--- config.mk ---
export PLATFORM = sky130hd
export DESIGN_NAME = mod_src_arbiter
export DESIGN_NICKNAME = d
export VERILOG_FILES = /design/src/rtl/mod_src_arbiter.sv
export SDC_FILE = /design/constraint.sdc
export NUM_CORES = 1
export LEC_CHECK = 0
export CELL_PAD_IN_SITES_DETAIL_PLACEMENT = 0
export CELL_PAD_IN_SITES_GLOBAL_PLACEMENT = 1
export CORE_AREA = 3 3 65 67
export CTS_BUF_LIST = sky130_fd_sc_hd__clkbuf_4
export CTS_CLUSTER_SIZE = 28
export DETAILED_ROUTE_END_ITERATION = 10
export DIE_AREA = 0 0 68 70
export PLACE_DENSITY_LB_ADDON = 0.1
export SYNTH_ARGS = -nofsm -noshare
export SYNTH_HDL_FRONTEND = slang
export SYNTH_SLANG_ARGS = --single-unit
--- constraint.sdc ---
create_clock -name clk -period 5.05 [get_ports clk]
set_input_delay 1.2625 -clock clk [delete_from_list [all_inputs] [get_ports clk]]
set_output_delay 1.2625 -clock clk [all_outputs]
set_load 0.1 [all_outputs]
--- src/rtl/mod_src_arbiter.sv ---
// Round-robin arbiter sharing one symbol path into the modulator among N_REQ sources.
// A grant is held for one burst: until a transfer with last, or MAX_BURST transfers.
module mod_src_arbiter #(
    parameter int N_REQ     = 4,
    parameter int WIDTH     = 8,
    parameter int MAX_BURST = 16,
    parameter int SW        = 2
) (
    input  logic                   clk,
    input  logic                   rst,
    input  logic [N_REQ-1:0]       req_valid,
    input  logic [N_REQ*WIDTH-1:0] req_data,
    input  logic [N_REQ-1:0]       req_last,
    output logic [N_REQ-1:0]       req_ready,
    output logic                   out_valid,
    output logic [WIDTH-1:0]       out_data,
    output logic                   out_last,
    input  logic                   out_ready,
    output logic [SW-1:0]          out_src,
    output logic                   busy
);

    typedef enum logic {IDLE, GRANT} state_t;

    localparam logic [7:0] LAST_CNT = 8'(MAX_BURST - 1);

    state_t           state;
    logic [SW-1:0]    rr_ptr;
    logic [7:0]       burst_cnt;
    logic [SW-1:0]    grant_c;
    logic [SW-1:0]    idx_c;
    logic             found_c;
    logic             xfer_c;
    logic [WIDTH-1:0] data_arr [N_REQ];

    for (genvar i = 0; i < N_REQ; i++) begin : g_unpack
        assign data_arr[i] = req_data[i*WIDTH +: WIDTH];
    end

    // Round-robin search from rr_ptr; iterating downwards lets the lowest offset win.
    always_comb begin
        found_c = 1'b0;
        grant_c = '0;
        idx_c   = '0;
        for (int i = N_REQ - 1; i >= 0; i--) begin
            idx_c = SW'((int'(rr_ptr) + i) % N_REQ);
            if (req_valid[idx_c]) begin
                found_c = 1'b1;
                grant_c = idx_c;
            end
        end
    end

    // Shared path is steered straight through the mux while a grant is held.
    always_comb begin
        out_valid = 1'b0;
        out_data  = '0;
        out_last  = 1'b0;
        req_ready = '0;
        if (state == GRANT) begin
            out_valid          = req_valid[out_src];
            out_data           = data_arr[out_src];
            out_last           = req_last[out_src] | (burst_cnt == LAST_CNT);
            req_ready[out_src] = out_ready;
        end
    end

    assign xfer_c = out_valid & out_ready;
    assign busy   = (state == GRANT);

    always_ff @(posedge clk or posedge rst) begin
        if (rst) begin
            state     <= IDLE;
            out_src   <= '0;
            rr_ptr    <= '0;
            burst_cnt <= '0;
        end else begin
            case (state)
                IDLE: begin
                    if (found_c) begin
                        state     <= GRANT;
                        out_src   <= grant_c;
                        burst_cnt <= '0;
                    end
                end
                GRANT: begin
                    if (xfer_c) begin
                        if (out_last) begin
                            state  <= IDLE;
                            rr_ptr <= SW'((int'(out_src) + 1) % N_REQ);
                        end else begin
                            burst_cnt <= burst_cnt + 8'd1;
                        end
                    end
                end
                default: state <= IDLE;
            endcase
        end
    end

endmodule

# Word-level counts from Yosys, hierarchy flattened

Index checks and enable logic that the tools add are counted.
W data, S select, Z words.

Register bits: 13
Bits in latches: 0
Memory bits (writable): 0
ROM bits: 0
Bits of input ports: 43
Output and inout bits: 17
Word-level logic and storage cells: 66
Memories kept: 0

$add $sub $neg: 5
$mul: 0
Div/mod/pow operators: 0
Magnitude comparators: 7
Eq/ne operators: 4
Shift operators: 0
Mux-type cells: 37
Bitwise gates (word level): 5
Reduce and logical (&&, ||, !) cells: 4

Operator list:

| kind                  | count |
|---|---|
| $mux W8               | 6 |
| $bmux W8 S2           | 1 |
| $mux W1               | 16 |
| $pmux W8 S2           | 1 |
| $lt A2 B3 Y1 const B  | 5 |
| $bmux W1 S2           | 6 |
| $add A8 B1 Y8 const B | 1 |
| $eq A8 B4 Y1 const B  | 1 |
| $mux W2               | 4 |
| $reduce_and A3 Y1     | 2 |
| $add A2 B1 Y2 const B | 2 |
| $add A2 B2 Y2 const B | 2 |
| $and A4 B4 Y4         | 1 |
| $mux W4               | 1 |
| $ne A2 B2 Y1 const B  | 2 |
| $ge A3 B3 Y1 const B  | 1 |
| $not A2 Y3            | 1 |
| $demux W1 S2          | 1 |
| $ge A2 B1 Y1 const B  | 1 |
| $ne A2 B1 Y1 const B  | 1 |
| $pmux W1 S2           | 1 |
| $reduce_and A2 Y1     | 1 |
| $and A1 B1 Y1         | 1 |
| $logic_and A1 B1 Y1   | 1 |
| 2 further kinds       | 2 |

# Depth between registers and ports, before layout

Gate-level depths: netlist of run 1.

Depth in word-level cells: 9
Gate-level depth with buffers: 6

# Worst setup path after synthesis of run 1

Ideal clock, no wire load.

Path type: input port to output port
Start point: input port req_last[1]
End point: output port out_last
Arrival time: 2.858 ns
Path slack: 0.930 ns
Stages: 3
Path through: mux4_2 a21oi_2 nor2_1

Longest elaborated chain between the ends: 4

RTL lines:

| element                       | line | source |
|---|---|---|
| start: declaration            | 13   | `input logic [N_REQ-1:0] req_last,` |
| $bmux W1 S2                   | 63   | `out_last = req_last[out_src] \| (burst_cnt == LAST_CNT);` |
| $mux W1 (implied by the code) | 63   |  |
| $or A1 B1 Y1                  | 63   |  |
| $mux W1                       | 60   | `if (state == GRANT) begin` |
| end: declaration              | 17   | `output logic out_last,` |

No other way between the ends. The select of a mux whose other input is x is not followed.

# Worst setup path in the final report of run 1

Start point: input port req_last[0]
End point: output port out_last

The elaborated chain is that of the path after synthesis.

==> parameters.txt, run 1 <==
Parameter                              Value

Yosys
  Dominant register cell in the synthesized netlist ... sky130_fd_sc_hd__dfrtp_1
  Flip-flop and latch count after synthesis ... 13
  Synthesis Warnings ... 0
  Part of the Yosys area used for sequential elements ... 29.0%
  Most frequently used cell type in the post-synthesis netlist ... sky130_fd_sc_hd__dfrtp_1
  Share of flip-flops with an asynchronous set or reset after synthesis ... 100%
  Net count after synthesis ... 163
  Synth top area share ... 29.0%
  Synthesized area per cell ... 9.75 um^2
  Summed instance area of the synthesized netlist ... 0.00112 mm^2
  Yosys top cell by area ... sky130_fd_sc_hd__dfrtp_1
  Synth unique cells ... 36
  Count of flip-flops with a built-in enable after synthesis ... 0
  Cell types occupying the most area after synthesis ... sky130_fd_sc_hd__dfrtp_1, sky130_fd_sc_hd__mux4_2, sky130_fd_sc_hd__and2_1
  Most numerous cell types in the synthesized netlist ... sky130_fd_sc_hd__dfrtp_1, sky130_fd_sc_hd__and2_1, sky130_fd_sc_hd__inv_1, sky130_fd_sc_hd__mux4_2
  Post-Synthesis Cells ... 115

GRT
  Overall overflow remaining after global route ... 0
  Maximum number of pins on one net before global-route repair ... 19
  First-pass GRT wire length ... 5490 um
  Initial antenna violation count ... 0
  Via count of the first global-routing pass ... 1166
  Global router's overall resource usage ... 14.4%

Setup path
  Largest fanout of any net on the critical path ... 9
  List of cells traversed by the critical path ... clkdlybuf4s50_1 -> mux4_2 -> a21oi_2 -> nor2_1 -> buf_4
  Crit path largest cell delay ... 490 ps
  Setup Crit Path Kind ... input pin to output pin
  Path depth of the worst reg2reg path ... 4
  CP Capture Type ... output pin
  Highest-delay cell along the critical path ... sky130_fd_sc_hd__mux4_2
  Endpoint arrival time on the critical path ... 2810 ps
  Critical path data required time ... 3790 ps
  Category of the worst setup path launch point ... input pin

Finish
  Area grow syn2layout ... 55.6%
  Area of the multi-input gates ... 738 um^2
  Final core utilization ... 47.3%
  Share of cells above drive strength 1 ... 19.1%
  Count of non-filler cells in the finished layout ... 221
  Fill cell count ... 360
  Combined flip-flop and latch cell area ... 325 um^2
  Final nets ... 222
  Ant. Diodes ... 0
  Layout Cell Area excl Fill ... 0.00174 mm^2

CTS
  Sink count of the clock tree ... 13
  CTS tree ... built
  Cell at the root of the clock tree ... sky130_fd_sc_hd__clkbuf_4
  Clock slew at reported path FFs ... 90 ps
  Level count of the clock H-tree ... 1
  Number of buffers inserted during clock tree synthesis ... 3
  Hold buffer count at CTS ... 0
  Maximum buffer depth of the clock tree ... 2
  Insertion delay of the later-clocked pin in the worst-skew pair ... 280 ps
  Post-CTS Resized ... 0
  Post-CTS Setup Repair Bufs ... 0

Detailed routing
  DRC viols ... 0
  Overall routed net length ... 3430 um
  Number of vias per cell ... 5.33
  First DRT Iteration DRCs ... 26
  Via count of the routed design ... 1177
  Residual antenna-violating net count after detailed routing ... 0
  DRT Pass-1 Iters ... 4
  WL/cell ... 15.5 um

Power
  Clock network fraction of total power ... 6.1%
  Pleak ... 0.734 nW
  Sw Ratio ... 63.6%
  Sw power ... 0.688 mW
  Logic gate share of total power ... 75.7%
  Power per unit of standard cell area ... 620 mW/mm^2
  Overall Power ... 1.08 mW
  Max rail drop VDD ... 0.197 mV
  Flop pwr share ... 18.2%
  Internal power consumption ... 0.393 mW

Timing
  Max frequency ... 245 MHz
  Unrepaired setup endpoints after global routing ... false
  Slew @ Worst Pin ... 960 ps
  Worst slew margin relative to its limit ... 35.8%
  Finish-stage setup viols ... 0
  Worst hold slack after final layout ... 532 ps
  Worst setup slack after layout ... 976 ps
  Number of max-slew violations in the final report ... 0
  Clock Skew ... 5.33 ps
  Final critical delay including setup and external delays ... 4070 ps
  Final period utilization ... 80.7%
  TNS Setup ... 0 ps
  Hold Vio Cnt, Final ... 0

Floorplanning
  I/O pin count ... 60
  Horizontal die dimension ... 68 um
  Die Span Y ... 70 um
  DIE AREA ... 0.00476 mm^2
  # rows ... 22
  Initial Util ... 30.4%
  Core region area ... 0.00369 mm^2

Placement
  Placed inst area ... 0.00172 mm^2
  Placed instance count ... 217
  Post-DP HPWL ... 2710 um
  Final weighted congestion of routability-driven global placement ... 0.808
  I/O Buffers ... 59
  Worst slack at placement ... 967 ps

Run status
  Status ... finished clean

Min path
  Worst hold path depth ... 1
  Class of the worst hold path ... flop to flop

Run
  Count of max-cap constraint violations ... 0
## cells in the final DEF, fill, tap and decap left out, types with 2 or more instances in the layout
| cell type | synthesis | routed |
|---|---|---|
| sky130_fd_sc_hd__a21oi_1 | 3 | 3 |
| sky130_fd_sc_hd__and2_1 | 10 | 10 |
| sky130_fd_sc_hd__and3_1 | 7 | 7 |
| sky130_fd_sc_hd__buf_4 | 0 | 14 |
| sky130_fd_sc_hd__clkbuf_4 | 0 | 3 |
| sky130_fd_sc_hd__clkdlybuf4s50_1 | 0 | 45 |
| sky130_fd_sc_hd__dfrtp_1 | 13 | 13 |
| sky130_fd_sc_hd__ha_1 | 5 | 5 |
| sky130_fd_sc_hd__inv_1 | 10 | 10 |
| sky130_fd_sc_hd__mux2i_1 | 2 | 2 |
| sky130_fd_sc_hd__mux4_2 | 10 | 10 |
| sky130_fd_sc_hd__nand2_1 | 7 | 7 |
| sky130_fd_sc_hd__nand3_1 | 5 | 5 |
| sky130_fd_sc_hd__nand4_1 | 3 | 3 |
| sky130_fd_sc_hd__nor2_1 | 5 | 5 |
| sky130_fd_sc_hd__o211ai_1 | 3 | 3 |
| sky130_fd_sc_hd__o21ai_0 | 7 | 7 |
| sky130_fd_sc_hd__o22ai_1 | 2 | 2 |
## layer usage
layer  up-vias  routed length, um  track usage (%)
met5         -                  0                0
met4         0                 31             2.65
met3         5                319             2.73
met2        47               1670             25.1
met1       571               1410             18.3
li1        554                  -                -
## registers in the layout, summed over array words and instances, names as in the netlist
name,flops
burst_cnt,8
out_src,2
rr_ptr,2
busy,1
## cell type report
class	instances	share of cell area [%]
sequential	13	18.7
clock inverter	1	0.287
clock buffer	3	1.29
tap	48	3.44
multi-input combinational	87	42.3
timing repair buffer	59	31.9
inverter	10	2.15
## power by group through the flow
stage	clock (mW)	sequential, mW	combinational (mW)
6_report	0.0655	0.197	0.819
5_1_grt	0.0713	0.212	0.863
4_1_cts	0.0661	0.201	0.827
3_5_place_dp	0	0.204	0.825
3_3_place_gp	0	0.203	0.822
2_1_floorplan	0	0.231	0.608
## worst max-delay path, delay by kind of cell
kind	cells	cell delay (ps)
compound gates	1	330
buf+inv	2	650
mux	1	490
simple gates	1	70
## kinds of logic after synthesis
| group | after synthesis | synth area share [%] |
|---|---|---|
| simple gates | 42 | 20.3 |
| compound gates | 26 | 16.3 |
| flops | 13 | 29.0 |
| mux | 13 | 22.9 |
| xor+xnor | 1 | 0.781 |
| buf+inv | 15 | 5.13 |
| fa+ha+maj | 5 | 5.58 |
## path summary, 6_finish.rpt
path,end,slack (ps),from
max,out_last,980,req_last[0]
max reg2reg,burst_cnt[6]$_DFFE_PP0P_,2560,out_src[0]$_DFFE_PP0P_
min reg2reg,burst_cnt[0]$_DFFE_PP0P_,530,burst_cnt[0]$_DFFE_PP0P_
max in group asynchronous,rr_ptr[1]$_DFFE_PP0P_,3410,rst
min in group asynchronous,burst_cnt[0]$_DFFE_PP0P_,1300,rst
min,burst_cnt[0]$_DFFE_PP0P_,530,burst_cnt[0]$_DFFE_PP0P_
No activity file was read; power rests on OpenSTA's default activity.
==> run 2, diff against run 1 <==
--- a/config.mk
+++ b/config.mk
@@ -7,11 +7,11 @@
 export LEC_CHECK = 0
 export CELL_PAD_IN_SITES_DETAIL_PLACEMENT = 0
 export CELL_PAD_IN_SITES_GLOBAL_PLACEMENT = 1
-export CORE_AREA = 3 3 65 67
+export CORE_AREA = 3 3 67 69
 export CTS_BUF_LIST = sky130_fd_sc_hd__clkbuf_4
 export CTS_CLUSTER_SIZE = 28
 export DETAILED_ROUTE_END_ITERATION = 10
-export DIE_AREA = 0 0 68 70
+export DIE_AREA = 0 0 70 72
 export PLACE_DENSITY_LB_ADDON = 0.1
 export SYNTH_ARGS = -nofsm -noshare
 export SYNTH_HDL_FRONTEND = slang
==> constraint.sdc (replaced) <==
create_clock -name clk -period 4 [get_ports clk]
set_input_delay 1 -clock clk [delete_from_list [all_inputs] [get_ports clk]]
set_output_delay 1 -clock clk [all_outputs]
set_load 0.1 [all_outputs]
==> run 2 against run 1 <==
Die area increased by 5.9%; global-route usage increased by 0.46 points; flip-flop and latch count unchanged; setup slack got worse by 380 ps; count of clock-buffer cells in the layout increased by 1; core utilization decreased by 2.2 points; clock skew increased by 0.74 ps; largest power group unchanged; cell count increased by 2.3%.
==> parameters.txt, run 2 (synthesized netlist as in run 1, its figures left out) <==
Parameter                              Value

Timing
  Number of max-slew violations in the final report ... 0
  Final period utilization ... 85.2%
  Unrepaired setup endpoints after global routing ... false
  Final critical delay including setup and external delays ... 3410 ps
  Hold Vio Cnt, Final ... 0
  Finish-stage setup viols ... 0
  Clock Skew ... 6.07 ps
  Slew @ Worst Pin ... 602 ps
  Max frequency ... 293 MHz
  Worst hold slack after final layout ... 539 ps
  TNS Setup ... 0 ps
  Worst slew margin relative to its limit ... 59.9%

Placement
  I/O Buffers ... 59
  Placed inst area ... 0.00176 mm^2
  Final weighted congestion of routability-driven global placement ... 0.859
  Post-DP HPWL ... 2990 um

Setup path
  Setup Crit Path Kind ... input pin to output pin
  Endpoint arrival time on the critical path ... 2410 ps
  Largest fanout of any net on the critical path ... 6
  Category of the worst setup path launch point ... input pin
  Setup slack, reg-to-reg ... 1750 ps
  R2r endpoint ... rr_ptr[1]$_DFFE_PP0P_
  CP Capture Type ... output pin
  Critical path data required time ... 3000 ps
  Path depth of the worst reg2reg path ... 4
  Critical R2R Launch ... out_src[1]$_DFFE_PP0P_
  Crit path capture ... out_valid
  Source of the critical timing path ... req_valid[0]

CTS
  CTS tree ... built
  Hold buffer count at CTS ... 0
  Clock slew at reported path FFs ... 80 ps
  Number of buffers inserted during clock tree synthesis ... 3
  Post-CTS Resized ... 0
  Sink count of the clock tree ... 13
  Insertion delay of the later-clocked pin in the worst-skew pair ... 270 ps
  Maximum buffer depth of the clock tree ... 2
  Post-CTS Setup Repair Bufs ... 0
  Level count of the clock H-tree ... 1
  Cell at the root of the clock tree ... sky130_fd_sc_hd__clkbuf_4

Floorplanning
  Initial Util ... 28.2%
  I/O pin count ... 60
  Die Span Y ... 72 um
  DIE AREA ... 0.00504 mm^2
  Core region area ... 0.00397 mm^2
  # rows ... 23
  Horizontal die dimension ... 70 um

Finish
  Commonest cells after routing, fill and taps aside ... sky130_fd_sc_hd__clkdlybuf4s50_1, sky130_fd_sc_hd__buf_4, sky130_fd_sc_hd__dfrtp_1
  Layout Cell Area excl Fill ... 0.00179 mm^2
  Fill cell count ... 377
  Final nets ... 225
  Share of cells above drive strength 1 ... 22.2%
  Largest registers ... burst_cnt (8), out_src (2), rr_ptr (2)
  Most frequent standard cell in the layout excluding fill and tap cells ... sky130_fd_sc_hd__clkdlybuf4s50_1
  Area of the multi-input gates ... 738 um^2
  Combined flip-flop and latch cell area ... 325 um^2
  Top register by number of flip-flops ... burst_cnt
  Ant. Diodes ... 0
  Largest register FFs ... 8
  Area grow syn2layout ... 59.6%

Detailed routing
  Residual antenna-violating net count after detailed routing ... 0
  First DRT Iteration DRCs ... 46
  Overall routed net length ... 3740 um
  Number of vias per cell ... 5.15
  DRC viols ... 0
  DRT Pass-1 Iters ... 4
  Via count of the routed design ... 1164
  WL/cell ... 16.6 um

Min path
  Class of the worst hold path ... flop to flop

Power
  Max rail drop VDD ... 0.201 mV
  Pleak ... 0.760 nW
  Overall Power ... 1.43 mW
  Power per unit of standard cell area ... 802 mW/mm^2

GRT
  Maximum number of pins on one net before global-route repair ... 19
  Global router's overall resource usage ... 14.9%
  Via count of the first global-routing pass ... 1193
  Initial antenna violation count ... 0
  Overall overflow remaining after global route ... 0
  First-pass GRT wire length ... 6120 um

Run status
  Status ... finished clean

Run
  Count of max-cap constraint violations ... 0
run 2: worst min-delay path by stage:
stage	start	to	slack, ps	cells after the start
detailed placement	burst_cnt[0]$_DFFE_PP0P_	burst_cnt[0]$_DFFE_PP0P_	530	1
CTS	burst_cnt[0]$_DFFE_PP0P_	burst_cnt[0]$_DFFE_PP0P_	540	1
finish	burst_cnt[0]$_DFFE_PP0P_	burst_cnt[0]$_DFFE_PP0P_	540	1
global route	burst_cnt[0]$_DFFE_PP0P_	burst_cnt[0]$_DFFE_PP0P_	560	1
global placement	burst_cnt[0]$_DFFE_PP0P_	burst_cnt[0]$_DFFE_PP0P_	530	1
floorplan	burst_cnt[0]$_DFFE_PP0P_	burst_cnt[0]$_DFFE_PP0P_	490	1
run 2: power breakdown:
part           total [mW]  switching (mW)  internal, mW
Clock              0.0878          0.0425        0.0454
Sequential          0.237          0.0759         0.161
Combinational        1.11           0.770         0.339
run 2: final cells by class:
cell class | count | share of cell area, %
multi-input cells | 87 | 41.3
repair buffers | 62 | 33.3
flip-flops and latches | 13 | 18.2
well taps | 50 | 3.50
inverters | 10 | 2.10
clock buffers | 4 | 1.68
run 2: worst max-delay path, stage by stage:
cell                              delay, ps
sky130_fd_sc_hd__clkdlybuf4s50_1        510
sky130_fd_sc_hd__mux4_2                 520
sky130_fd_sc_hd__and2_1                 200
sky130_fd_sc_hd__buf_12                 170
run 2: metal layers:
layer  up-vias  global-route usage (%)  wire length, um
met4         0                    2.55               30
met2        52                    24.0             1660
met3         6                    3.32              290
met1       549                    20.8             1770
li1        557                       -                -
met5         -                       0                0
run 2: stage by stage:
| stage | utilization [%] | cells | setup slack, ps |
|---|---|---|---|
| 2_1_floorplan | - | 115 | 214 |
| 3_3_place_gp | 44.3 | 222 | 628 |
| 4_1_cts | 45.1 | 226 | 608 |
| 6_report | 45.1 | 226 | 593 |
| 5_1_grt | 45.1 | 226 | 571 |
| 3_5_place_dp | 44.3 | 222 | 606 |
